[src/rtl/pipe_reg_chain_pkg.sv]
// Shared types and helpers for the valid/ready register-slice chain.
package pipe_reg_chain_pkg;

  // Default payload width when an instance does not override it.
  localparam int DEFAULT_WIDTH  = 8;
  // Default number of chained slices.
  localparam int DEFAULT_STAGES = 1;

  // Fill state of one skid slice: nothing held, main register only, or main plus skid.
  typedef enum logic [1:0] {
    SLICE_EMPTY = 2'd0,
    SLICE_MAIN  = 2'd1,
    SLICE_FULL  = 2'd2
  } slice_state_e;

  // Width of a counter that must represent 0 .. 2*stages inclusive.
  function automatic int occ_width(input int stages);
    return $clog2(2 * stages + 1);
  endfunction

endpackage

[src/rtl/pipe_reg_chain_if.sv]
// Handshake bundle between an upstream stage, the register chain and a downstream stage.
interface pipe_reg_chain_if
  import pipe_reg_chain_pkg::*;
#(
  parameter int WIDTH  = DEFAULT_WIDTH,
  parameter int STAGES = DEFAULT_STAGES
) ();

  localparam int OCC_W = occ_width(STAGES);

  logic             flush;
  logic             in_valid;
  logic             in_ready;
  logic [WIDTH-1:0] in_data;
  logic             out_valid;
  logic             out_ready;
  logic [WIDTH-1:0] out_data;
  logic [OCC_W-1:0] occupancy;

  // Surrounding pipeline: drives payload in, consumes payload out.
  modport master (
    output flush,
    output in_valid,
    output in_data,
    output out_ready,
    input  in_ready,
    input  out_valid,
    input  out_data,
    input  occupancy
  );

  // The register chain itself.
  modport slave (
    input  flush,
    input  in_valid,
    input  in_data,
    input  out_ready,
    output in_ready,
    output out_valid,
    output out_data,
    output occupancy
  );

endinterface

[src/rtl/pipe_skid_slice.sv]
// One 2-entry skid register slice. Ready depends only on registered state,
// so there is no combinational path from out_ready_i to in_ready_o, and
// none from the input payload to the output payload.
module pipe_skid_slice
  import pipe_reg_chain_pkg::*;
#(
  parameter int               WIDTH       = DEFAULT_WIDTH,
  parameter logic [WIDTH-1:0] RESET_VALUE = '0
) (
  input  logic             clk,
  input  logic             reset,
  input  logic             flush_i,
  input  logic             in_valid_i,
  output logic             in_ready_o,
  input  logic [WIDTH-1:0] in_data_i,
  output logic             out_valid_o,
  input  logic             out_ready_i,
  output logic [WIDTH-1:0] out_data_o
);

  slice_state_e     state_q, state_d;
  logic [WIDTH-1:0] main_q, main_d;
  logic [WIDTH-1:0] skid_q, skid_d;
  logic             accept;
  logic             deliver;

  // Ready exactly while the skid slot is free; output always comes from the main register.
  assign in_ready_o  = (state_q != SLICE_FULL);
  assign out_valid_o = (state_q != SLICE_EMPTY);
  assign out_data_o  = main_q;

  assign accept  = in_valid_i & in_ready_o;
  assign deliver = out_valid_o & out_ready_i;

  // State and payload registers, cleared asynchronously.
  always_ff @(posedge clk or negedge reset) begin
    if (!reset) begin
      state_q <= SLICE_EMPTY;
      main_q  <= RESET_VALUE;
      skid_q  <= RESET_VALUE;
    end else begin
      state_q <= state_d;
      main_q  <= main_d;
      skid_q  <= skid_d;
    end
  end

  // Next state: fill main first, park in skid under backpressure, refill main from skid.
  always_comb begin
    state_d = state_q;
    main_d  = main_q;
    skid_d  = skid_q;
    if (flush_i) begin
      // Flush wins over any handshake seen in the same cycle.
      state_d = SLICE_EMPTY;
      main_d  = RESET_VALUE;
      skid_d  = RESET_VALUE;
    end else begin
      case (state_q)
        SLICE_EMPTY: begin
          if (accept) begin
            main_d  = in_data_i;
            state_d = SLICE_MAIN;
          end
        end
        SLICE_MAIN: begin
          if (deliver) begin
            if (accept) begin
              main_d = in_data_i;
            end else begin
              state_d = SLICE_EMPTY;
            end
          end else if (accept) begin
            // Main is held downstream: the new item waits in the skid slot.
            skid_d  = in_data_i;
            state_d = SLICE_FULL;
          end
        end
        SLICE_FULL: begin
          // Ready was low, so no input can be taken here.
          if (deliver) begin
            main_d  = skid_q;
            state_d = SLICE_MAIN;
          end
        end
        default: begin
          state_d = SLICE_EMPTY;
        end
      endcase
    end
  end

endmodule

[src/rtl/pipe_reg_chain.sv]
// Parametrised pipeline register chain: STAGES skid slices in series with
// valid/ready flow control, synchronous flush and an entry-count output.
module pipe_reg_chain
  import pipe_reg_chain_pkg::*;
#(
  parameter int               WIDTH       = DEFAULT_WIDTH,
  parameter int               STAGES      = DEFAULT_STAGES,
  parameter logic [WIDTH-1:0] RESET_VALUE = '0
) (
  input  logic               clk,
  input  logic               reset,
  pipe_reg_chain_if.slave    bus
);

  localparam int OCC_W = occ_width(STAGES);

  // Link k feeds slice k; link STAGES is the chain output.
  logic             link_valid [STAGES+1];
  logic             link_ready [STAGES+1];
  logic [WIDTH-1:0] link_data  [STAGES+1];

  logic [OCC_W-1:0] occ_q, occ_d;
  logic             chain_accept;
  logic             chain_deliver;

  assign link_valid[0]      = bus.in_valid;
  assign link_data[0]       = bus.in_data;
  assign bus.in_ready       = link_ready[0];
  assign bus.out_valid      = link_valid[STAGES];
  assign bus.out_data       = link_data[STAGES];
  assign link_ready[STAGES] = bus.out_ready;
  assign bus.occupancy      = occ_q;

  genvar gi;
  generate
    for (gi = 0; gi < STAGES; gi++) begin : g_slice
      pipe_skid_slice #(
        .WIDTH       (WIDTH),
        .RESET_VALUE (RESET_VALUE)
      ) u_slice (
        .clk         (clk),
        .reset       (reset),
        .flush_i     (bus.flush),
        .in_valid_i  (link_valid[gi]),
        .in_ready_o  (link_ready[gi]),
        .in_data_i   (link_data[gi]),
        .out_valid_o (link_valid[gi+1]),
        .out_ready_i (link_ready[gi+1]),
        .out_data_o  (link_data[gi+1])
      );
    end
  endgenerate

  assign chain_accept  = bus.in_valid & link_ready[0];
  assign chain_deliver = link_valid[STAGES] & bus.out_ready;

  // Entry counter register.
  always_ff @(posedge clk or negedge reset) begin
    if (!reset) begin
      occ_q <= '0;
    end else begin
      occ_q <= occ_d;
    end
  end

  // Count accepts minus deliveries at the chain boundary; flush empties everything.
  always_comb begin
    occ_d = occ_q;
    if (bus.flush) begin
      occ_d = '0;
    end else begin
      case ({chain_accept, chain_deliver})
        2'b10:   occ_d = occ_q + OCC_W'(1);
        2'b01:   occ_d = occ_q - OCC_W'(1);
        default: occ_d = occ_q;
      endcase
    end
  end

endmodule

[src/flat_wrapper.sv]
// flat-port wrapper written by rule: the top's interface ports become plain ports
module pipe_reg_chain_flat import pipe_reg_chain_pkg::*;
#(
  parameter int               WIDTH       = DEFAULT_WIDTH,
  parameter int               STAGES      = DEFAULT_STAGES,
  parameter logic [WIDTH-1:0] RESET_VALUE = '0
)
  (clk, reset, bus_flush, bus_in_valid, bus_in_data, bus_out_ready, bus_in_ready, bus_out_valid, bus_out_data, bus_occupancy);
  pipe_reg_chain_if #(.WIDTH(WIDTH), .STAGES(STAGES)) bus_i ();
  input  logic clk;
  input  logic reset;
  input wire logic [$bits(bus_i.flush)-1:0] bus_flush;
  input wire logic [$bits(bus_i.in_valid)-1:0] bus_in_valid;
  input wire logic [$bits(bus_i.in_data)-1:0] bus_in_data;
  input wire logic [$bits(bus_i.out_ready)-1:0] bus_out_ready;
  output wire logic [$bits(bus_i.in_ready)-1:0] bus_in_ready;
  output wire logic [$bits(bus_i.out_valid)-1:0] bus_out_valid;
  output wire logic [$bits(bus_i.out_data)-1:0] bus_out_data;
  output wire logic [$bits(bus_i.occupancy)-1:0] bus_occupancy;
  assign bus_i.flush = bus_flush;
  assign bus_i.in_valid = bus_in_valid;
  assign bus_i.in_data = bus_in_data;
  assign bus_i.out_ready = bus_out_ready;
  assign bus_in_ready = bus_i.in_ready;
  assign bus_out_valid = bus_i.out_valid;
  assign bus_out_data = bus_i.out_data;
  assign bus_occupancy = bus_i.occupancy;
  pipe_reg_chain #(.WIDTH(WIDTH), .STAGES(STAGES), .RESET_VALUE(RESET_VALUE)) u_core (.clk(clk), .reset(reset), .bus(bus_i));
endmodule
[config.mk]
export PLATFORM = sky130hd
export DESIGN_NAME = pipe_reg_chain_flat
export DESIGN_NICKNAME = d
export VERILOG_FILES = /design/src/rtl/pipe_reg_chain_pkg.sv /design/src/rtl/pipe_reg_chain_if.sv /design/src/rtl/pipe_skid_slice.sv /design/src/rtl/pipe_reg_chain.sv /design/src/flat_wrapper.sv
export SDC_FILE = /design/constraint.sdc
export NUM_CORES = 1
export LEC_CHECK = 0
export BUFFER_PORTS_ARGS = -buffer_cell sky130_fd_sc_hd__buf_2
export CAP_MARGIN = 20
export CORE_MARGIN = 10
export CORE_UTILIZATION = 46
export DETAILED_ROUTE_END_ITERATION = 10
export PLACE_DENSITY = 0.82
export SYNTH_ARGS = -nofsm -noshare
export SYNTH_HDL_FRONTEND = slang
export SYNTH_SLANG_ARGS = --single-unit
[constraint.sdc]
create_clock -name clk -period 1.4 [get_ports clk]
set_input_delay 0.42 -clock clk [delete_from_list [all_inputs] [get_ports clk]]
set_output_delay 0.42 -clock clk [all_outputs]
set_load 0.005 [all_outputs]
==> parameters.txt <==
Parameter                              Value

STA
  Setup tns final    -1500 ps
  Setup-failing EPs final    18
  Count of pins over their slew limit    0
  Worst relative slew slack    70.2%
  Hold violation total from the final report    0
  Maximum clock rate    635 MHz
  Worst Tran Pin Value    447 ps
  RSZ-0062 raised after global routing    yes
  Tcrit/Tclk final    112%
  Fin worst setup slack    -174 ps
  Setup clock skew after layout    5.63 ps
  Final period demand of the worst path    1570 ps

Routing
  Vias after detailed routing    899
  Remaining antenna violation count after routing    0
  Detailed-route wire length per cell    approximately 18 microns
  DRC violation count after routing    0
  Starting DRC count in detailed routing    35
  Count of TritonRoute iterations in the first routing pass    4
  Routed wire length    2830 microns
  Vias/cell    5.65

Global route
  Global routing usage summed across all routing layers    11.4%
  Met1 Usage GRT    14.3%
  Routing usage on met3    3.73%
  First-pass GRT wire length    3920 microns
  Number of global-route vias before repair    808
  Antenna violations before repair    0
  Pin count of the biggest net entering global routing    21
  Met2 demand-to-capacity share in global routing    17.2%
  Peak-usage layer in the global routing report    met2
  Final global-route overflow total    0

Yosys
  Yosys reg bits    20
  Count of warnings emitted by yosys    0
  Synthesized instance count    86
  Number of distinct library cell variants in the gate-level netlist after synthesis    29
  Synth area leader    sky130_fd_sc_hd__dfrtp_1
  Proportion of netlist area held by the largest area contributor    roughly half
  Cell types occupying the most area after synthesis    sky130_fd_sc_hd__dfrtp_1 (51%), sky130_fd_sc_hd__mux2i_1 (8.1%), sky130_fd_sc_hd__a22o_1 (7.1%)
  Synthesized Nets    approximately 100
  Avg Synthesized Cell Area    roughly 11 sq um
  Register area share after synthesis    between 50% and 60%
  Combined area of all synthesized cells    988 sq um

Place
  Area after detailed placement    around 0.0012 sq mm
  Half-perimeter wire length of the detailed placement result    1700 microns
  Gpl congestion    0.799
  Count of input and output buffers    24

Worst setup path
  Arrival time worst endpoint    1150 ps
  Register-to-register setup slack    -130 ps
  Chain of cells forming the critical path    or2_1 -> buf_2
  Crit-path max cell delay    470 ps
  Startpoint type of the worst setup path    flip-flop
  Slowest cell on crit path    sky130_fd_sc_hd__dfrtp_2
  End of the worst register-to-register path    u_core.g_slice[0].u_slice.out_data_o[7]
  Largest fanout of any net on the critical path    5
  Critical register-to-register path startpoint    u_core.g_slice[0].u_slice.state_q[1]
  Cell depth of the worst flop-to-flop path    6
  Data required time of the worst path    980 ps
  Worst setup path class    reg -> out
  Critical Path End Type    primary output

Power and ir drop
  Power per standard cell area    879 mW/mm^2
  Maximum vdd ir drop    0.769 mV
  Static leakage power    0.741 nW

Flow run
  Number of maximum-capacitance constraint violations    0

Status
  Outcome    finished with violations
  Failing checks    negative setup slack

Layout
  Final non-filler cell area    around 0.0015 sq mm
  Share of layout cells above drive strength 1    60.6%
  Area growth from synthesis to final layout    52.9%
  Total number of nets in the final design    146
  Final antenna diode count    0

Clocking
  Clock latency at the later pin of the worst-skew pair    320 ps
  Total number of H-tree levels    1
  Clock-pin slew reported for the worst setup and hold paths after clock tree synthesis    120 ps
  Maximum root-to-sink buffer count    2
  TritonCTS clock tree    yes
  Number of sinks handled by clock tree synthesis    20
  Library cell used as clock root buffer    sky130_fd_sc_hd__clkbuf_4
  CTS buffer count    3

Die
  Placeable core region    ~0.0020 sq mm
  Die area    0.00440 sq mm
  Horizontal die dimension    66.4 microns
  Number of ports placed on the die boundary    25
  Placement row count    16
  Die Y-Extent    66.4 microns
  Initial standard-cell utilization of the core    49.4%

Min path
  Min-delay worst type    in -> async
==> state kept, by name, summed over array words and instances, names as in the netlist <==
| register | count |
|---|---|
| u_core.bus.occupancy | 2 |
| u_core.g_slice.u_slice.out_data_o | 8 |
| u_core.g_slice.u_slice.skid_q | 8 |
| u_core.g_slice.u_slice.state_q | 2 |
==> worst max path at each step <==
stage,endpoint,start,cells past startpoint,slack (ps)
3_5_place_dp,u_core.g_slice[0].u_slice.skid_q[0],bus_in_valid,4,-170
6_report,bus_out_valid,u_core.g_slice[0].u_slice.state_q[0],2,-170
3_3_place_gp,u_core.g_slice[0].u_slice.skid_q[5],bus_in_valid,4,-100
2_1_floorplan,u_core.bus.occupancy[1],u_core.g_slice[0].u_slice.state_q[1],4,-40
5_1_grt,bus_in_ready,u_core.g_slice[0].u_slice.state_q[1],3,-240
4_1_cts,bus_out_valid,u_core.g_slice[0].u_slice.state_q[0],2,-150
==> critical path: cells and delay by family (launching register included) <==
family | cells | cell delay [ps]
simple gates | 1 | 240
flops | 1 | 470
buf+inv | 1 | 140
==> kinds of logic after synthesis <==
logic type | synth area share [%]
and+or+nand+nor | 12.3
AOI/OAI and AO/OA | 21.0
DFF | 50.6
muxes | 9.62
buffers and inverters | 4.68
xor gates and xnor gates | 1.77
==> placed cells by master (no fill, tap or decap), types with 3 or more instances in the layout <==
cell	instances
sky130_fd_sc_hd__clkbuf_4	3
sky130_fd_sc_hd__o31ai_4	5
sky130_fd_sc_hd__buf_2	23
sky130_fd_sc_hd__nor2_1	3
sky130_fd_sc_hd__a22o_1	8
sky130_fd_sc_hd__mux2i_1	6
sky130_fd_sc_hd__dfrtp_1	19
sky130_fd_sc_hd__nand2_4	4
sky130_fd_sc_hd__nand2_2	4
sky130_fd_sc_hd__nand2_1	3
sky130_fd_sc_hd__buf_4	20
==> layer usage <==
layer	part of all wire, %	vias to the layer above
met2	50	34
met5	0	-
met1	41	448
li1	-	410
met3	7.0	7
met4	2.4	0
==> area by class of cell <==
class | count | area [sq um]
Clock buffer | 4 | 36.3
Fill cell | 121 | 490
Inverter | 2 | 10.0
Multi-Input combinational cell | 59 | 597
Sequential cell | 20 | 502
Tap cell | 27 | 33.8
Timing Repair Buffer | 47 | 333
==> repair_timing <==
action / in CTS / in global routing
pin swaps: 3 / 8
setup buffers: 5 / 4
endpoints found under the setup margin: 11 / 13
gates cloned: 0 / 1
hold buffers: 0 / 0
resized for setup: 6 / 27
==> through the flow <==
step | hold slack (ps) | setup slack [ps] | std cells | power (mW) | utilization (%)
floorplan | 124 | -38.5 | 86 | 0.776 | -
global placement | 380 | -100 | 145 | 0.876 | 61.3
detailed placement | 395 | -167 | 145 | 0.885 | 61.3
CTS | 51.8 | -154 | 154 | 1.25 | 66.3
global route | 61.2 | -235 | 159 | 1.38 | 75.5
finish | 21.9 | -174 | 159 | 1.33 | 75.5
==> power by group <==
group,leakage [nW],internal [mW],switching [mW]
sequential,0.267,0.615,0.0326
combinational,0.453,0.165,0.161
clock,0.0210,0.159,0.196
==> cell usage after synthesis <==
master / instances
sky130_fd_sc_hd__dfrtp_1: 20
sky130_fd_sc_hd__nand2_1: 11
sky130_fd_sc_hd__a22o_1: 8
sky130_fd_sc_hd__mux2i_1: 8
sky130_fd_sc_hd__o31ai_1: 8
sky130_fd_sc_hd__nor2_1: 3
sky130_fd_sc_hd__a21oi_1: 2
sky130_fd_sc_hd__buf_6: 2
sky130_fd_sc_hd__nor2b_1: 2
sky130_fd_sc_hd__nor3_1: 2
sky130_fd_sc_hd__xnor2_1: 2
sky130_fd_sc_hd__a221oi_4: 1
sky130_fd_sc_hd__a2bb2oi_1: 1
sky130_fd_sc_hd__a311o_1: 1
sky130_fd_sc_hd__and2b_1: 1
sky130_fd_sc_hd__buf_2: 1
sky130_fd_sc_hd__buf_4: 1
sky130_fd_sc_hd__clkbuf_1: 1
sky130_fd_sc_hd__inv_1: 1
sky130_fd_sc_hd__inv_2: 1
sky130_fd_sc_hd__mux2_4: 1
sky130_fd_sc_hd__nand2b_1: 1
sky130_fd_sc_hd__nand3_1: 1
sky130_fd_sc_hd__nor2_2: 1
sky130_fd_sc_hd__nor2b_2: 1
sky130_fd_sc_hd__o21a_1: 1
sky130_fd_sc_hd__o221ai_2: 1
sky130_fd_sc_hd__or2_1: 1
sky130_fd_sc_hd__or2_2: 1
Power figures use the tool's default switching activity.
